## config.mk

```make
export PLATFORM = sky130hd
export DESIGN_NAME = axon_scan_scheduler
export DESIGN_NICKNAME = d
export VERILOG_FILES = /design/src/rtl/axon_scan_scheduler.sv
export SDC_FILE = /design/constraint.sdc
export NUM_CORES = 1
export LEC_CHECK = 0
export BUFFER_PORTS_ARGS = -buffer_cell sky130_fd_sc_hd__buf_2
export CAP_MARGIN = 10
export CORE_UTILIZATION = 35
export DETAILED_ROUTE_END_ITERATION = 8
export GPL_ROUTABILITY_DRIVEN = 0
export PLACE_DENSITY = 0.65
export SYNTH_ARGS = -nofsm -noshare
export SYNTH_HDL_FRONTEND = slang
export SYNTH_SLANG_ARGS = --single-unit
```

## constraint.sdc

```tcl
create_clock -name clk -period 5.2 [get_ports clk]
set_input_delay 0 -clock clk [delete_from_list [all_inputs] [get_ports clk]]
set_output_delay 0 -clock clk [all_outputs]
set_load 0.01 [all_outputs]
```

## src/rtl/axon_scan_scheduler.sv

```systemverilog
// Per-tick axon scan sequencer: snapshots the spiking axons on tick, then walks
// them lowest index first, handing each to the synapse engine under a watchdog.
module axon_scan_scheduler #(
    parameter int NUM_AXONS = 256,
    parameter int TIMEOUT   = 1024,
    localparam int AW = $clog2(NUM_AXONS),
    localparam int WW = $clog2(TIMEOUT)
) (
    input  logic                 clk,
    input  logic                 rst,
    input  logic                 tick,
    input  logic [NUM_AXONS-1:0] axon_spikes,
    input  logic                 scan_done,
    output logic [AW-1:0]        axon_number,
    output logic                 scan_enable,
    output logic                 busy,
    output logic                 tick_done,
    output logic [AW:0]          axons_scanned,
    output logic                 tick_overrun,
    output logic                 scan_timeout,
    output logic [2:0]           state_dbg
);

    typedef enum logic [2:0] {IDLE, SELECT, SCAN, GAP, DONE} state_t;

    state_t               state, state_n;
    logic [NUM_AXONS-1:0] pending;
    logic [AW-1:0]        cur_axon;
    logic [WW-1:0]        wd;
    logic [AW-1:0]        sel_idx;
    logic                 sel_found;
    logic                 wd_expire;

    // Lowest set bit wins: the loop runs downward so the last hit is the smallest index.
    always_comb begin
        sel_idx   = '0;
        sel_found = 1'b0;
        for (int i = NUM_AXONS - 1; i >= 0; i--) begin
            if (pending[i]) begin
                sel_idx   = AW'(i);
                sel_found = 1'b1;
            end
        end
    end

    assign wd_expire = (wd == WW'(TIMEOUT - 1));

    always_comb begin
        state_n = state;
        case (state)
            IDLE:    if (tick) state_n = SELECT;
            SELECT:  state_n = sel_found ? SCAN : DONE;
            SCAN:    if (scan_done || wd_expire) state_n = GAP;
            GAP:     state_n = SELECT;
            DONE:    state_n = IDLE;
            default: state_n = IDLE;
        endcase
    end

    always_ff @(posedge clk) begin
        if (rst) begin
            state         <= IDLE;
            pending       <= '0;
            cur_axon      <= '0;
            wd            <= '0;
            axons_scanned <= '0;
            tick_overrun  <= 1'b0;
            scan_timeout  <= 1'b0;
        end else begin
            state        <= state_n;
            tick_overrun <= tick && (state != IDLE);
            case (state)
                IDLE: begin
                    if (tick) begin
                        pending       <= axon_spikes;
                        axons_scanned <= '0;
                    end
                end
                SELECT: begin
                    if (sel_found) begin
                        cur_axon <= sel_idx;
                        wd       <= '0;
                    end
                end
                SCAN: begin
                    wd <= wd + 1'b1;
                    if (scan_done || wd_expire) begin
                        pending[cur_axon] <= 1'b0;
                        axons_scanned     <= axons_scanned + 1'b1;
                    end
                    // A completion on the final watchdog cycle still counts as a clean scan.
                    if (!scan_done && wd_expire) scan_timeout <= 1'b1;
                end
                default: ;
            endcase
        end
    end

    assign busy        = (state != IDLE);
    assign scan_enable = (state == SCAN);
    assign axon_number = scan_enable ? cur_axon : '0;
    assign tick_done   = (state == DONE);
    assign state_dbg   = state;

endmodule

```

==> After elaboration in Yosys (flattened, before gate mapping) <==
Index checks and enable logic that the tools add are counted.
{ "word_totals": {"ff_bits": 288, "in_bits": 260} }
{ "op_classes": {"addsub": 2, "magnitude_cmp": 2, "eq_ne": 8, "muxes": 527, "bitwise": 2, "n_reduce_logical": 14} }
{ "op_table": {"columns": ["operator", "n"], "rows": [
  ["2-to-1 mux 8 bit", 257],
  ["2-to-1 mux 256 bit", 2],
  ["one-hot mux 256 bit (2 select lines)", 1],
  ["2-to-1 mux 1 bit", 257],
  ["bitwise AND 256 bit", 1],
  ["NOT 256 bit", 1],
  ["one-hot mux 10 bit (2 select lines)", 1],
  ["2-to-1 mux 9 bit", 2],
  ["one-hot mux 9 bit (2 select lines)", 1],
  ["one-hot mux 3 bit (4 select lines)", 1],
  ["adder 10 x 1 -> 10 bit (second input constant)", 1],
  ["equality test 10 bit (second input constant)", 1],
  ["2-to-1 mux 10 bit", 1],
  ["adder 9 x 1 -> 9 bit (second input constant)", 1],
  ["less-than comparator 8 x 9 -> 1 bit (second input constant)", 1],
  ["2-to-1 mux 3 bit", 3],
  ["demux 1 bit (select 8 bit)", 1],
  [">= comparator 8 x 1 -> 1 bit (second input constant)", 1],
  ["AND reduction 2 bit", 4],
  ["equality test 3 x 2 -> 1 bit (second input constant)", 2],
  ["!= test 2 bit (second input constant)", 2],
  ["nonzero test 2 bit", 2],
  ["equality test 3 x 1 -> 1 bit (second input constant)", 1],
  ["equality test 3 bit (second input constant)", 1],
  ["other kinds (7)", 9]
]} }

==> Longest topological paths before layout <==
{ "logic_depth": {"depth_word": 258, "depth_mapped": 10, "depth_no_buf": 8} }

==> Worst setup path after synthesis <==
Ideal clock, no wire load.
{ "synth_timing": {"path_kind": "reg2reg", "start": "register pending[140]", "end": "register cur_axon[3]", "setup_ps": 117, "arrival_time_ps": 2157, "required_time_ps": 5083, "path_slack_ps": 2926, "stages_incl_launch_ff": 9, "n_path_buf": 0, "period_less_slack_ps": 2274, "path_cell_list": "dfxtp_1 or4_4 or2_4 nor3_4 nand4_4 o21ai_4 nor2_1 o2111a_1 a22o_1"} }
{ "synth_via": {"elab_chain_cells": 142} }
{ "synth_lines": {"columns": ["element", "line_no", "rtl"], "rows": [
  ["start, declared", "27", "logic [NUM_AXONS-1:0] pending;"],
  ["start signal, assigned", "75", "pending <= axon_spikes;"],
  ["2-to-1 mux 1 bit (141 in a row)", "39", "if (pending[i]) begin"],
  ["AND reduction 2 bit (no source line)", null, null],
  ["end signal, assigned", "81", "cur_axon <= sel_idx;"],
  ["end, declared", "28", "logic [AW-1:0] cur_axon;"]
]} }
Parallel ways exist; a longest one is shown, timed or not.
A chain may end at the register's enable or synchronous reset.

==> Final worst setup path <==
{ "layout_timing": {"start": "register state[2] (netlist: state_dbg[2])", "end": "register pending[103]"} }
{ "layout_via": {"elab_chain_cells": 3} }
{ "layout_lines": {"columns": ["element", "line_no", "rtl"], "rows": [
  ["start, declared", "26", "state_t state, state_n;"],
  ["start signal, assigned", "70", "state <= state_n;"],
  ["equality test 3 x 2 -> 1 bit or zero test 3 bit (tied branches)", "72", "case (state)"],
  ["!= test 2 x 1 -> 1 bit (no source line) (tied with other cells)", null, null],
  ["AND reduction 3 bit (no source line)", null, null]
]} }
Parallel ways exist; a longest one is shown, timed or not.

==> impl_metrics.csv <==
group,metric,value,unit
run_status,run_status,"completed",
clocking,cts-root-buf,"clkbuf_16",
job,maxCapViolations,0,
worst_setup_path,r2r-end,"pending[103]",
sta,fmax,0.320,GHz
sta,max_slew.worst_pin.slew,1.23,ns
synth,syn-cell-area,0.0157,mm2
power_and_ir_drop,ir_drop,0.000192,V
floorplan,fp.coreArea,0.0442,mm2
min_path,hp-start,"rst",
synth,yosys_register_bits,288,
detailed_routing,drt_iter0_drc,2234,
worst_setup_path,cp.required,5.63,ns
finish,layout.nets,2969,
sta,period_share,60.1,%
worst_setup_path,critPathLaunch,"state_dbg[2]",
worst_setup_path,cp_max_fo,65,
global_route,grt_pass1_wl,102000,um
detailed_routing,ant_nets,0,
clocking,cts_inserted_buffers,34,
detailed_routing,vias_per_cell,5.78,
worst_setup_path,rrSetupSlack,2.08,ns
global_route,overflow,0,
min_path,hold_depth,2,
synth,synth_cell_types,74,
synth,synth_ff_type,"dfxtp_1",
floorplan,rows,77,
synth,syn_nets,2512,
finish,layout-drive-gt1-share,15.9,%
sta,finalMaxSlewViolations,0,
sta,finClkSkew,0.0183,ns
floorplan,die_area,0.0456,mm2
synth,synth_top_area_cell,"dfxtp_1",
synth,synth-edff-count,0,
detailed_routing,via_count,19200,
sta,slew_headroom,17.9,%
clocking,cts_tree,"done",
clocking,clock_path_buffers,3,
detailed_routing,drtPass1Iterations,5,
clocking,cts.clk_slew.worst_paths,0.06,ns
sta,period_needed,3.12,ns
detailed_routing,drc_errors,0,
worst_setup_path,reg2regPathDepth,7,
worst_setup_path,cp-start-kind,"register",
sta,hold_ws,0.256,ns
power_and_ir_drop,power_per_cell_area,320,mW/mm2
clocking,postCtsSetupBuffers,0,
finish,area_growth,36.9,%
detailed_routing,wl_per_cell,20.5,um
placement,io_buffers,284,
clocking,insertion_delay,0.53,ns
min_path,hold_end,"wd[0]",
global_route,grt_pass1_vias,17900,
global_route,track_usage,29.0,%
sta,setup_violations,0,
floorplan,start_util,35.4,%
sta,tns,0,ns
sta,rsz0062_at_grt,"no",
worst_setup_path,crit_arrival,3.56,ns
min_path,holdCritPathClass,"in2reg",
global_route,grt_start_max_net_pins,154,
clocking,ctsHtreeMaxLevel,2,
placement,dp_hpwl,44900,um
synth,synthCells,2250,
global_route,antenna_found_initial,0,
floorplan,die_h,214,um
worst_setup_path,timing_worst_setup_path_type,"reg2reg",
synth,yosysWarnings,0,
worst_setup_path,r2r_start,"state_dbg[2]",
floorplan,io_pins,285,
synth,post_synth.cell_area_avg,6.97,um2
finish,fillCellCount,4342,
detailed_routing,drt-total-wl,68300,um
clocking,clock-sinks,288,
sta,hold_viol,0,
synth,synth_area_leaders,"dfxtp_1 37%, a21oi_1 18%, o21ai_0 9.8%, nand2_1 7.3%, clkbuf_1 3.7%",
floorplan,dieWidth,214,um
finish,diodes,0,
synth,yosysSeqAreaShare,36.8,%
synth,synthArstFlopShare,0,%
synth,synth_top_area_share,36.8,%
power_and_ir_drop,total_leakage_power,8.29,nW
worst_setup_path,endpoint_kind,"register",
## layout by cell type (no fill, tap or decap), types with 7 or more instances in the layout
cell           instances
o41ai_1                8
o21bai_1              10
nor2_1               126
nand4_1               19
o31ai_1               19
clkbuf_8              12
nand3_1               28
clkbuf_1              10
buf_2                283
nor3_1                61
nor3_4                 7
a21oi_1              576
o21ai_0              308
a311oi_1               8
or4_1                  8
buf_4                 31
dfxtp_1              288
or3_1                  7
o21a_1                 7
nor2_4                 7
nand2_1              303
a31oi_1               15
a211oi_1               7
nor4_2                23
nor4_1                76
dlygate4sd3_1        263
inv_1                 59
and2_1                 8
nand2b_1              10
clkbuf_16             37
nor2b_1                8
## power breakdown
group / internal, W / total (W) / switching (W)
Sequential: 0.00237 / 0.00259 / 0.000223
Clock: 0.00154 / 0.00254 / 0.000993
Combinational: 0.000682 / 0.00173 / 0.00105
Total: 0.00460 / 0.00686 / 0.00227
## routing by layer
metal	share of wire, %	global-route usage (%)	vias to the layer above	wire length (um)
met4	4.8	14.5	0	3300
met3	9.0	4.99	199	6160
met5	0	0	-	0
met1	42	39.1	8935	28600
li1	-	-	9087	-
met2	44	44.5	1010	30200
## logic make-up (layout without fill, tap and decap cells)
group / after synthesis / count (layout) / synth area share [%]
adders and majority gates: 2 / 2 / 0.160
AOI/OAI and AO/OA: 1011 / 1011 / 34.7
buffers and inverters: 219 / 702 / 5.35
and+or+nand+nor: 724 / 724 / 22.7
xor gates and xnor gates: 5 / 5 / 0.279
muxes: 1 / 1 / 0.0958
DFF: 288 / 288 / 36.8
## synthesized netlist by cell type, drive strengths merged, types with 10 or more instances
library cell,instances
a21oi,577
o21ai,315
nand2,305
dfxtp,288
clkbuf,154
nor2,138
nor4,100
nor3,69
inv,59
nand3,29
nand4,22
o31ai,19
a31oi,15
nand2b,10
o21bai,10
or4,10
## through the flow
stage	area, um2	setup WS (ns)	instances	total power, W	util, %
CTS	21400	2.13	3321	0.00683	48.4
floorplan	15700	2.93	2250	0.00358	-
global placement	17600	2.28	2996	0.00414	39.8
finish	21500	2.08	3325	0.00686	48.5
detailed placement	17600	2.17	2996	0.00416	39.8
global route	21500	1.87	3325	0.00716	48.5
## timing repair
action,CTS,global route
endpoints found under the hold margin,259,0
hold buffers,263,0
endpoints found under the setup margin,0,0
resized for setup,0,0
## worst max-delay path by stage
stage              endpoint  slack, ns  depth (start not counted)
2_1_floorplan   cur_axon[3]       2.93                          8
3_3_place_gp   pending[110]       2.28                          7
3_5_place_dp   pending[117]       2.17                          7
4_1_cts        pending[117]       2.13                          7
5_1_grt        pending[103]       1.87                          7
6_report       pending[103]       2.08                          7
## cell type report
type / count / area, um2 / area share [%]
repair buffers: 580 / 4330 / 20.2
clock inverters: 5 / 81.3 / 0.379
multi-input cells: 1743 / 9220 / 42.9
well taps: 592 / 741 / 3.45
flip-flops and latches: 288 / 5770 / 26.9
inverters: 60 / 225 / 1.05
clock buffers: 57 / 1100 / 5.13
## state kept, by name, indices dropped and copies added (netlist names)
register / flops
wd: 10
scan_timeout: 1
state_dbg: 3
tick_overrun: 1
axons_scanned: 9
pending: 256
cur_axon: 8
## critical path: stages (launching register included)
cell     delay (ns)
dfxtp_1        0.44
or3_4          0.68
a21oi_2        0.10
nor2_4         0.45
buf_4          0.49
buf_4          0.49
o21ai_0        0.19
a21oi_1        0.14
(Power assumes the default switching activity.)
